### src/rtl/hilo_muldiv.sv
// hilo_muldiv: iterative shift-add multiply / restoring divide into HI/LO registers.
module hilo_muldiv #(
  parameter int WIDTH = 32
) (
  input  logic             clk,
  input  logic             rst,
  input  logic             start,
  input  logic [1:0]       op,
  input  logic [WIDTH-1:0] rs_val,
  input  logic [WIDTH-1:0] rt_val,
  input  logic             mthi,
  input  logic             mtlo,
  output logic             busy,
  output logic             done,
  output logic [WIDTH-1:0] hi,
  output logic [WIDTH-1:0] lo
);
  localparam logic [1:0] IDLE = 2'd0, RUN = 2'd1, FIX = 2'd2;
  localparam int CW = $clog2(WIDTH);
  logic [1:0] state;
  logic [CW-1:0] cnt;
  logic is_div, sa, sb, dz;
  logic [WIDTH-1:0] opd, acc_hi, acc_lo, a_raw, abs_a, abs_b, quo, rem;
  logic [WIDTH:0] mul_sum, shifted, diff;
  logic [2*WIDTH-1:0] prod;
  always_comb begin
    abs_a = (!op[0] && rs_val[WIDTH-1]) ? -rs_val : rs_val;
    abs_b = (!op[0] && rt_val[WIDTH-1]) ? -rt_val : rt_val;
    mul_sum = {1'b0, acc_hi} + (acc_lo[0] ? {1'b0, opd} : '0);
    shifted = {acc_hi, acc_lo[WIDTH-1]};
    diff = shifted - {1'b0, opd};
    prod = (sa ^ sb) ? -{acc_hi, acc_lo} : {acc_hi, acc_lo};
    quo = dz ? '1 : (sa ^ sb) ? -acc_lo : acc_lo;
    rem = dz ? a_raw : sa ? -acc_hi : acc_hi;
  end
  // acc_hi/acc_lo hold partial product (mul) or remainder/quotient (div)
  always_ff @(posedge clk) begin
    if (rst) begin
      state  <= IDLE;
      busy   <= 1'b0;
      done   <= 1'b0;
      hi     <= '0;
      lo     <= '0;
      cnt    <= '0;
      is_div <= 1'b0;
      sa     <= 1'b0;
      sb     <= 1'b0;
      dz     <= 1'b0;
      opd    <= '0;
      a_raw  <= '0;
      acc_hi <= '0;
      acc_lo <= '0;
    end else begin
      done <= 1'b0;
      case (state)
        IDLE: begin
          if (start) begin
            is_div <= op[1];
            sa     <= !op[0] && rs_val[WIDTH-1];
            sb     <= !op[0] && rt_val[WIDTH-1];
            dz     <= op[1] && (rt_val == '0);
            a_raw  <= rs_val;
            opd    <= op[1] ? abs_b : abs_a;
            acc_hi <= '0;
            acc_lo <= op[1] ? abs_a : abs_b;
            cnt    <= '0;
            busy   <= 1'b1;
            state  <= RUN;
          end else begin
            if (mthi) hi <= rs_val;
            if (mtlo) lo <= rs_val;
          end
        end
        RUN: begin
          cnt <= cnt + 1'b1;
          if (is_div) begin
            acc_hi <= diff[WIDTH] ? shifted[WIDTH-1:0] : diff[WIDTH-1:0];
            acc_lo <= {acc_lo[WIDTH-2:0], !diff[WIDTH]};
          end else begin
            acc_hi <= mul_sum[WIDTH:1];
            acc_lo <= {mul_sum[0], acc_lo[WIDTH-1:1]};
          end
          if (cnt == CW'(WIDTH - 1)) state <= FIX;
        end
        FIX: begin
          {hi, lo} <= is_div ? {rem, quo} : prod;
          done     <= 1'b1;
          busy     <= 1'b0;
          state    <= IDLE;
        end
        default: state <= IDLE;
      endcase
    end
  end
endmodule
### config.mk
export PLATFORM = sky130hd
export DESIGN_NAME = hilo_muldiv
export DESIGN_NICKNAME = d
export VERILOG_FILES = /design/src/rtl/hilo_muldiv.sv
export SDC_FILE = /design/constraint.sdc
export NUM_CORES = 1
export LEC_CHECK = 0
export ABC_AREA = 1
export BUFFER_PORTS_ARGS = -buffer_cell sky130_fd_sc_hd__buf_2
export CAP_MARGIN = 20
export CELL_PAD_IN_SITES_DETAIL_PLACEMENT = 1
export CELL_PAD_IN_SITES_GLOBAL_PLACEMENT = 1
export CORE_ASPECT_RATIO = 1.75
export CORE_MARGIN = 1.5
export CORE_UTILIZATION = 40
export CTS_BUF_LIST = sky130_fd_sc_hd__clkbuf_2
export CTS_CLUSTER_DIAMETER = 60
export CTS_CLUSTER_SIZE = 12
export DETAILED_ROUTE_END_ITERATION = 10
export GPL_TIMING_DRIVEN = 1
export HOLD_SLACK_MARGIN = 0.03
export PLACE_DENSITY_LB_ADDON = 0.1
export SLEW_MARGIN = 20
export SYNTH_ARGS = -nofsm -noshare
export SYNTH_HDL_FRONTEND = slang
export SYNTH_SLANG_ARGS = --single-unit
### constraint.sdc
create_clock -name clk -period 3.2 [get_ports clk]
set_input_delay 0.32 -clock clk [delete_from_list [all_inputs] [get_ports clk]]
set_output_delay 0.32 -clock clk [all_outputs]
set_load 0.01 [all_outputs]
==> results of run 1 <==
-- cell families after synthesis --
logic type	after synthesis	share of synthesized area, %
AOI/OAI and AO/OA	750	20.3
buffers and inverters	659	12.8
DFF	205	20.7
xor gates and xnor gates	76	3.36
adders and majority gates	72	4.62
and+or+nand+nor	1812	38.3
-- synth_stat cells (all sizes together) (3+ instances only) --
library cell,n
a21boi,6
a21o,4
a21oi,319
a22oi,6
a31oi,21
and2,8
buf,38
clkbuf,114
clkinv,3
dfxtp,205
ha,70
inv,504
nand2,992
nand3,308
nand3b,15
nand4,31
nor2,398
nor3,44
nor4,5
o211ai,27
o21ai,339
o21bai,9
o221ai,7
o22ai,3
o31ai,5
or2,7
xnor2,6
xor2,70
-- repair_timing --
action                                 CTS  global route
setup endpoints to repair                0            22
setup buffers                            0             0
gates resized for setup                  0            13
hold buffers                            79             0
endpoints found under the hold margin  159             0
-- worst register-to-register path: cells and delay by family (launching register included) --
family / cells / cell delay [ns]
adders and majority gates: 1 / 0.43
DFF: 1 / 0.59
AOI/OAI and AO/OA: 1 / 0.16
and+or+nand+nor: 7 / 0.93
xor gates and xnor gates: 1 / 0.73
buffers and inverters: 3 / 0.30
-- per-layer routing --
| layer | part of all wire, % | vias up |
|---|---|---|
| met3 | 7.2 | 720 |
| met1 | 32 | 12598 |
| met2 | 46 | 1336 |
| met4 | 16 | 8 |
| li1 | - | 11897 |
| met5 | 0.050 | - |
-- registers in the layout (all words and copies together), names as in the netlist --
signal and flops:
a_raw 32, acc_hi 32, acc_lo 32, hi 32, lo 32, opd 32
cnt 5, state 2, busy 1, done 1, dz 1, is_div 1
sa 1, sb 1
-- area by class of cell --
class | count | area [µm²] | share of cell area, %
clock inverter | 9 | 114 | 0.503
clock buffer | 27 | 135 | 0.596
sequential | 205 | 4110 | 18.1
multi-input combinational | 2710 | 13300 | 58.6
tap | 654 | 818 | 3.61
timing repair buffer | 311 | 2270 | 10.0
antenna | 13 | 32.5 | 0.144
inverter | 507 | 1910 | 8.43
-- power by group through the flow --
| stage | registers [mW] | logic, mW | clock network (mW) |
|---|---|---|---|
| final | 3.03 | 4.68 | 1.51 |
| after global routing | 3.04 | 4.98 | 1.58 |
| after CTS | 3.00 | 4.40 | 1.51 |
| after detailed placement | 3.05 | 4.30 | 0 |
| after global placement | 3.04 | 4.21 | 0 |
| after floorplan | 2.98 | 2.59 | 0 |
-- worst max-delay path by stage --
stage / start / end / cells after the start
2_1_floorplan: acc_lo[31]$_SDFFE_PP0P_ / acc_hi[27]$_SDFFE_PP0P_ / 20
3_3_place_gp: opd[5]$_SDFFE_PP0P_ / acc_hi[26]$_SDFFE_PP0P_ / 16
3_5_place_dp: opd[5]$_SDFFE_PP0P_ / acc_hi[21]$_SDFFE_PP0P_ / 17
4_1_cts: opd[5]$_SDFFE_PP0P_ / acc_hi[21]$_SDFFE_PP0P_ / 17
5_1_grt: opd[18]$_SDFFE_PP0P_ / acc_hi[21]$_SDFFE_PP0P_ / 17
6_report: opd[5]$_SDFFE_PP0P_ / acc_hi[7]$_SDFFE_PP0P_ / 13
==> flow_metrics.tcl, run 1 <==
set metrics [dict create \
    place_ws_ns 0.241 \
    cp_slowest_cell "xor2_1" \
    synth_warnings 0 \
    tightest_slew_ns 1.04 \
    hold_start "rt_val[12]" \
    track_usage_pct 48.2 \
    relSlewSlack_pct 30.9 \
    max_stage_delay_ns 0.73 \
    ys_seq_area_share_pct 20.7 \
    grt_pass1_wl_um 179000 \
    avgSynthCellArea_um2 5.55 \
    synth_edf_count 0 \
    fin_cells 4436 \
    antenna_found_initial 13 \
    reg2reg_depth 13 \
    cp_num_buf_inv 3 \
    slew_viol_final 0 \
    start_util_pct 40.6 \
    finalSetupViolCount 1 \
    ff2ff_setup_slack_ns -0.0007 \
    worst_hold_path.endpoint "opd[12]$_SDFFE_PP0P_" \
    yosys-top-cells-area "dfxtp_1, nand2_1, inv_1" \
    power.leakage_nw 11.6 \
    grt_max_degree 90 \
    drtIter0Drc 2071 \
    power_frac_clock_pct 16.4 \
    synthArstFlopShare_pct 0 \
    die_height_um 298 \
    met3_usage_pct 11.6 \
    syn-num-nets 3717 \
    num_vias 26559 \
    insertion_delay_ns 1.01 \
    syn-cell-area_mm2 0.0198 \
    die_area_mm2 0.0510 \
    yosys.cell_types.count 55 \
    synth-seq-cells 205 \
    drtAntennaViolNets 0 \
    grt_util_met1_pct 45.1 \
    crit_family "simple AND/OR/NAND/NOR gates" \
    synth_cells 3574 \
    worstPathMaxFanout 4 \
    rows 107 \
    placedCellCount 4308 \
    maxCapViolCount 0 \
    area_delta_synth_final_pct 14.2 \
    drt-total-wl_um 122000 \
    synth_top_area_share_pct 20.7 \
    io_pins 137 \
    start_kind "flip-flop" \
    grt_overflow 0 \
    power_mw 9.22 \
    crit_type "flip-flop to flip-flop" \
    nNetsFinal 3902 \
    peakVddDrop_mv 0.296 \
    setup_slack_ns -0.000731 \
    htreeDepth 1 \
    use_met2_pct 77.5 \
    dp_hpwl_um 94500 \
    grt_pass1_vias 27726 \
    netSwitchingFraction_pct 51.5 \
    numClockSinks 205 \
    final_cell_mix "nand2_1, inv_1, nor2_1" \
    grt-busiest-layer "met2" \
    cts_max_path_buffers 3 \
    crit_chain "inv_1 -> ha_1 -> nand2_1 -> inv_1 -> nand2_1 -> nand2_1 -> inv_1 -> nand2_1 -> xor2_1 -> nand3_1 -> nand3_1 -> nand3_1 -> a21oi_1" \
    violations "setup timing" \
    clk_pin_slew_ns 0.23 \
    cp.required_ns 4.11 \
    drt-pass1-iter-count 5 \
    stdcell_area_mm2 0.0227 \
    place.gp.congestion 1.11 \
    pwr-share-seq_pct 32.9 \
    hold_viol 0 \
    internal_power_mw 4.47 \
    final_util_pct 46.4 \
    dieWidth_um 171 \
    p_comb_share_pct 50.7 \
    clock_skew_ns 0.0803 \
    crit_path_frequent_cell "nand2_1" \
    whs_path_depth 7 \
    cp_data_arrival_time_ns 4.11 \
    io_buffers 136 \
    drc 0 \
    finalCritPeriodShare_pct 100 \
    via_per_inst 5.99 \
    n_fill_cell 7134 \
    rsz0062_at_grt "no" \
    core_mm2 0.0489 \
    status "complete, but fails checks" \
    hold_slack_ns 0.165 \
    cts_buffers 24 \
    root_buffer "clkbuf_2" \
    powerDensity_mw_per_mm2 407 \
    timing.rr.start "opd[5]$_SDFFE_PP0P_" \
    placed_area_mm2 0.0215 \
    tns_ns -0.000731 \
    layout_commonest_cell "nand2_1" \
    yosysTopAreaCell "dfxtp_1" \
    cts_tree "done" \
    routedWlPerCell_um 27.5 \
    drive_gt1_share_pct 9.39 \
    power.switching_mw 4.75 \
    finalCriticalPeriod_ns 3.20 \
    r2r-end "acc_hi[7]$_SDFFE_PP0P_" \
    end_kind "flip-flop" \
    max_freq_mhz 312 \
    hp-class "input pin to flip-flop" \
    ys.flop_type "dfxtp_1" \
]
(Power assumes the default switching activity.)
==> run 2, diff against run 1 <==
--- a/config.mk
+++ b/config.mk
@@ -5,7 +5,7 @@
 export SDC_FILE = /design/constraint.sdc
 export NUM_CORES = 1
 export LEC_CHECK = 0
-export ABC_AREA = 1
+export ABC_AREA = 0
 export BUFFER_PORTS_ARGS = -buffer_cell sky130_fd_sc_hd__buf_2
 export CAP_MARGIN = 20
 export CELL_PAD_IN_SITES_DETAIL_PLACEMENT = 1
==> constraint.sdc (replaced) <==
create_clock -name clk -period 2.9 [get_ports clk]
set_input_delay 0.29 -clock clk [delete_from_list [all_inputs] [get_ports clk]]
set_output_delay 0.29 -clock clk [all_outputs]
set_load 0.01 [all_outputs]
==> run 2 against run 1 <==
The run still ends with setup timing left; non-clock buffer count rose by 319; largest cell class unchanged; via count fell by 22%; fmax fell by 2.1%; die area fell by 14%; count of clock-buffer cells in the layout rose by 3; sequential share of layout area fell by 0.25 points.
==> flow_metrics.tcl, run 2 <==
set metrics [dict create \
    track_usage_pct 41.6 \
    finalCritPeriodShare_pct 113 \
    clock_skew_ns 0.202 \
    ys_seq_area_share_pct 24.2 \
    reg2reg_depth 13 \
    dp_hpwl_um 69200 \
    yosys-top-cells-area "dfxtp_1, a21oi_1, nand2_1" \
    crit_type "flip-flop to flip-flop" \
    yosysMostFrequentCell "nand2_1" \
    r2r-end "acc_hi[31]$_SDFFE_PP0P_" \
    synth_commonest_cells "nand2_1, a21oi_1, nor2_1, dfxtp_1, clkbuf_1" \
    yosysTopAreaCell "dfxtp_1" \
    slew_viol_final 0 \
    cp.required_ns 3.74 \
    routedWlPerCell_um 27.5 \
    violations "setup timing" \
    finalSetupViolCount 56 \
    ff2ff_setup_slack_ns -0.37 \
    grt_pass1_wl_um 133000 \
    dieWidth_um 159 \
    place_ws_ns -0.656 \
    worst_hold_path.endpoint "hi[21]$_SDFFE_PP0P_" \
    avgSynthCellArea_um2 7.29 \
    io_buffers 136 \
    die_height_um 275 \
    cp_num_buf_inv 2 \
    grt_max_degree 148 \
    drc 0 \
    antenna_found_initial 4 \
    worstPathMaxFanout 5 \
    io_pins 137 \
    via_per_inst 6.15 \
    nNetsFinal 2926 \
    synth_warnings 0 \
    drt-total-wl_um 92100 \
    insertion_delay_ns 1.07 \
    powerDensity_mw_per_mm2 380 \
    hold_viol 0 \
    tightest_slew_ns 1.12 \
    start_util_pct 40.6 \
    crit_family "compound AO/OA/AOI/OAI gates" \
    cp_slowest_cell "dfxtp_2" \
    power.leakage_nw 9.70 \
    synth_cells 2326 \
    numClockSinks 205 \
    stdcell_area_mm2 0.0232 \
    peakVddDrop_mv 0.292 \
    tns_ns -9.55 \
    finalCriticalPeriod_ns 3.27 \
    n_fill_cell 5280 \
    crit_chain "inv_2 -> ha_4 -> fa_2 -> nor2b_4 -> o2111ai_4 -> a21o_4 -> a21oi_4 -> o21a_1 -> o211ai_1 -> bufbuf_16 -> nand2_4 -> o221ai_2 -> a2111oi_2" \
    drt-pass1-iter-count 7 \
    grt_pass1_vias 21707 \
    die_area_mm2 0.0437 \
    num_vias 20641 \
    regArea_mm2 0.00415 \
    synthArstFlopShare_pct 0 \
    final_util_pct 55.5 \
    relSlewSlack_pct 24.4 \
    synth_edf_count 0 \
    synth-seq-cells 205 \
    final_cell_mix "buf_4, nand2_1, a21oi_1" \
    multiInputGateArea_mm2 0.0129 \
    whs_path_depth 4 \
    hold_start "rs_val[21]" \
    grt_overflow 0 \
    max_stage_delay_ns 0.41 \
    cts_buffers 25 \
    core_mm2 0.0417 \
    hp-class "input pin to flip-flop" \
    yosys.cell_types.count 83 \
    status "complete, but fails checks" \
    syn-num-nets 2469 \
    layout_commonest_cell "buf_4" \
    clk_pin_slew_ns 0.26 \
    rsz0062_at_grt "yes" \
    cts_max_path_buffers 3 \
    end_kind "flip-flop" \
    ys.flop_type "dfxtp_1" \
    drive_gt1_share_pct 29.0 \
    cts_tree "done" \
    cp_data_arrival_time_ns 4.11 \
    max_freq_mhz 306 \
    maxCapViolCount 0 \
    area_delta_synth_final_pct 36.7 \
    root_buffer "clkbuf_2" \
    place.gp.congestion 1.03 \
    syn-cell-area_mm2 0.0170 \
    drtAntennaViolNets 0 \
    setup_slack_ns -0.368 \
    timing.rr.start "acc_lo[31]$_SDFFE_PP0P_" \
    start_kind "flip-flop" \
    htreeDepth 1 \
    synth_top_area_share_pct 24.2 \
    drtIter0Drc 1186 \
    rows 99 \
    placed_area_mm2 0.0205 \
]
run 2: through the flow:
step	total power [mW]	hold WS, ns	instances
after floorplan	4.94	0.426	2326
after global placement	6.43	0.440	3194
after detailed placement	6.51	0.447	3194
after CTS	8.53	0.0576	3343
after global routing	9.13	0.143	3354
final	8.81	0.153	3354
run 2: what timing repair did:
action / in CTS / in global routing
endpoints found under the setup margin: 60 / 76
gates resized for setup: 166 / 143
pin swaps: 64 / 80
hold buffers: 87 / 0
cloned: 2 / 0
endpoints found under the hold margin: 163 / 0
buffers inserted: 25 / 14
run 2: cells by family after synthesis:
logic type | count (synthesis) | synth area share, %
DFF | 205 | 24.2
and+or+nand+nor | 743 | 20.0
muxes | 79 | 4.74
AOI/OAI and AO/OA | 768 | 29.5
adders and majority gates | 72 | 5.40
xor gates and xnor gates | 189 | 9.76
buffers and inverters | 270 | 6.40
run 2: worst min-delay path: stages:
cell	delay [ns]
dlygate4sd3_1	0.52
buf_2	0.18
o22ai_1	0.13
nor3_1	0.06
run 2: worst max path at each step:
stage	start	end	depth (start not counted)
final	acc_lo[31]$_SDFFE_PP0P_	acc_hi[31]$_SDFFE_PP0P_	13
after global routing	acc_hi[14]$_SDFFE_PP0P_	acc_hi[31]$_SDFFE_PP0P_	11
after CTS	acc_lo[0]$_SDFFE_PP0P_	acc_hi[29]$_SDFFE_PP0P_	13
after detailed placement	opd[5]$_SDFFE_PP0P_	acc_hi[21]$_SDFFE_PP0P_	13
after global placement	opd[5]$_SDFFE_PP0P_	acc_hi[31]$_SDFFE_PP0P_	12
after floorplan	acc_lo[0]$_SDFFE_PP0P_	acc_hi[29]$_SDFFE_PP0P_	13
run 2: final cells by class:
class                      count  area share, %
timing repair buffer         630           21.1
multi-input combinational   1851           55.8
inverter                      70           1.14
clock inverter                10          0.443
clock buffer                  30          0.648
tap                          555           3.00
sequential                   205           17.9
antenna                        3         0.0324
run 2: per-layer routing:
| layer | global-route usage [%] | vias to the layer above | share of wire (%) |
|---|---|---|---|
| met5 | 0 | - | 0.012 |
| met3 | 7.18 | 420 | 4.9 |
| met2 | 72.9 | 748 | 50 |
| met4 | 41.5 | 2 | 12 |
| li1 | - | 9268 | - |
| met1 | 40.0 | 10203 | 34 |
run 2: power breakdown:
part,switching [mW],internal (mW)
combinational,2.35,1.64
sequential,0.159,3.00
clock,1.24,0.415
total,3.75,5.05
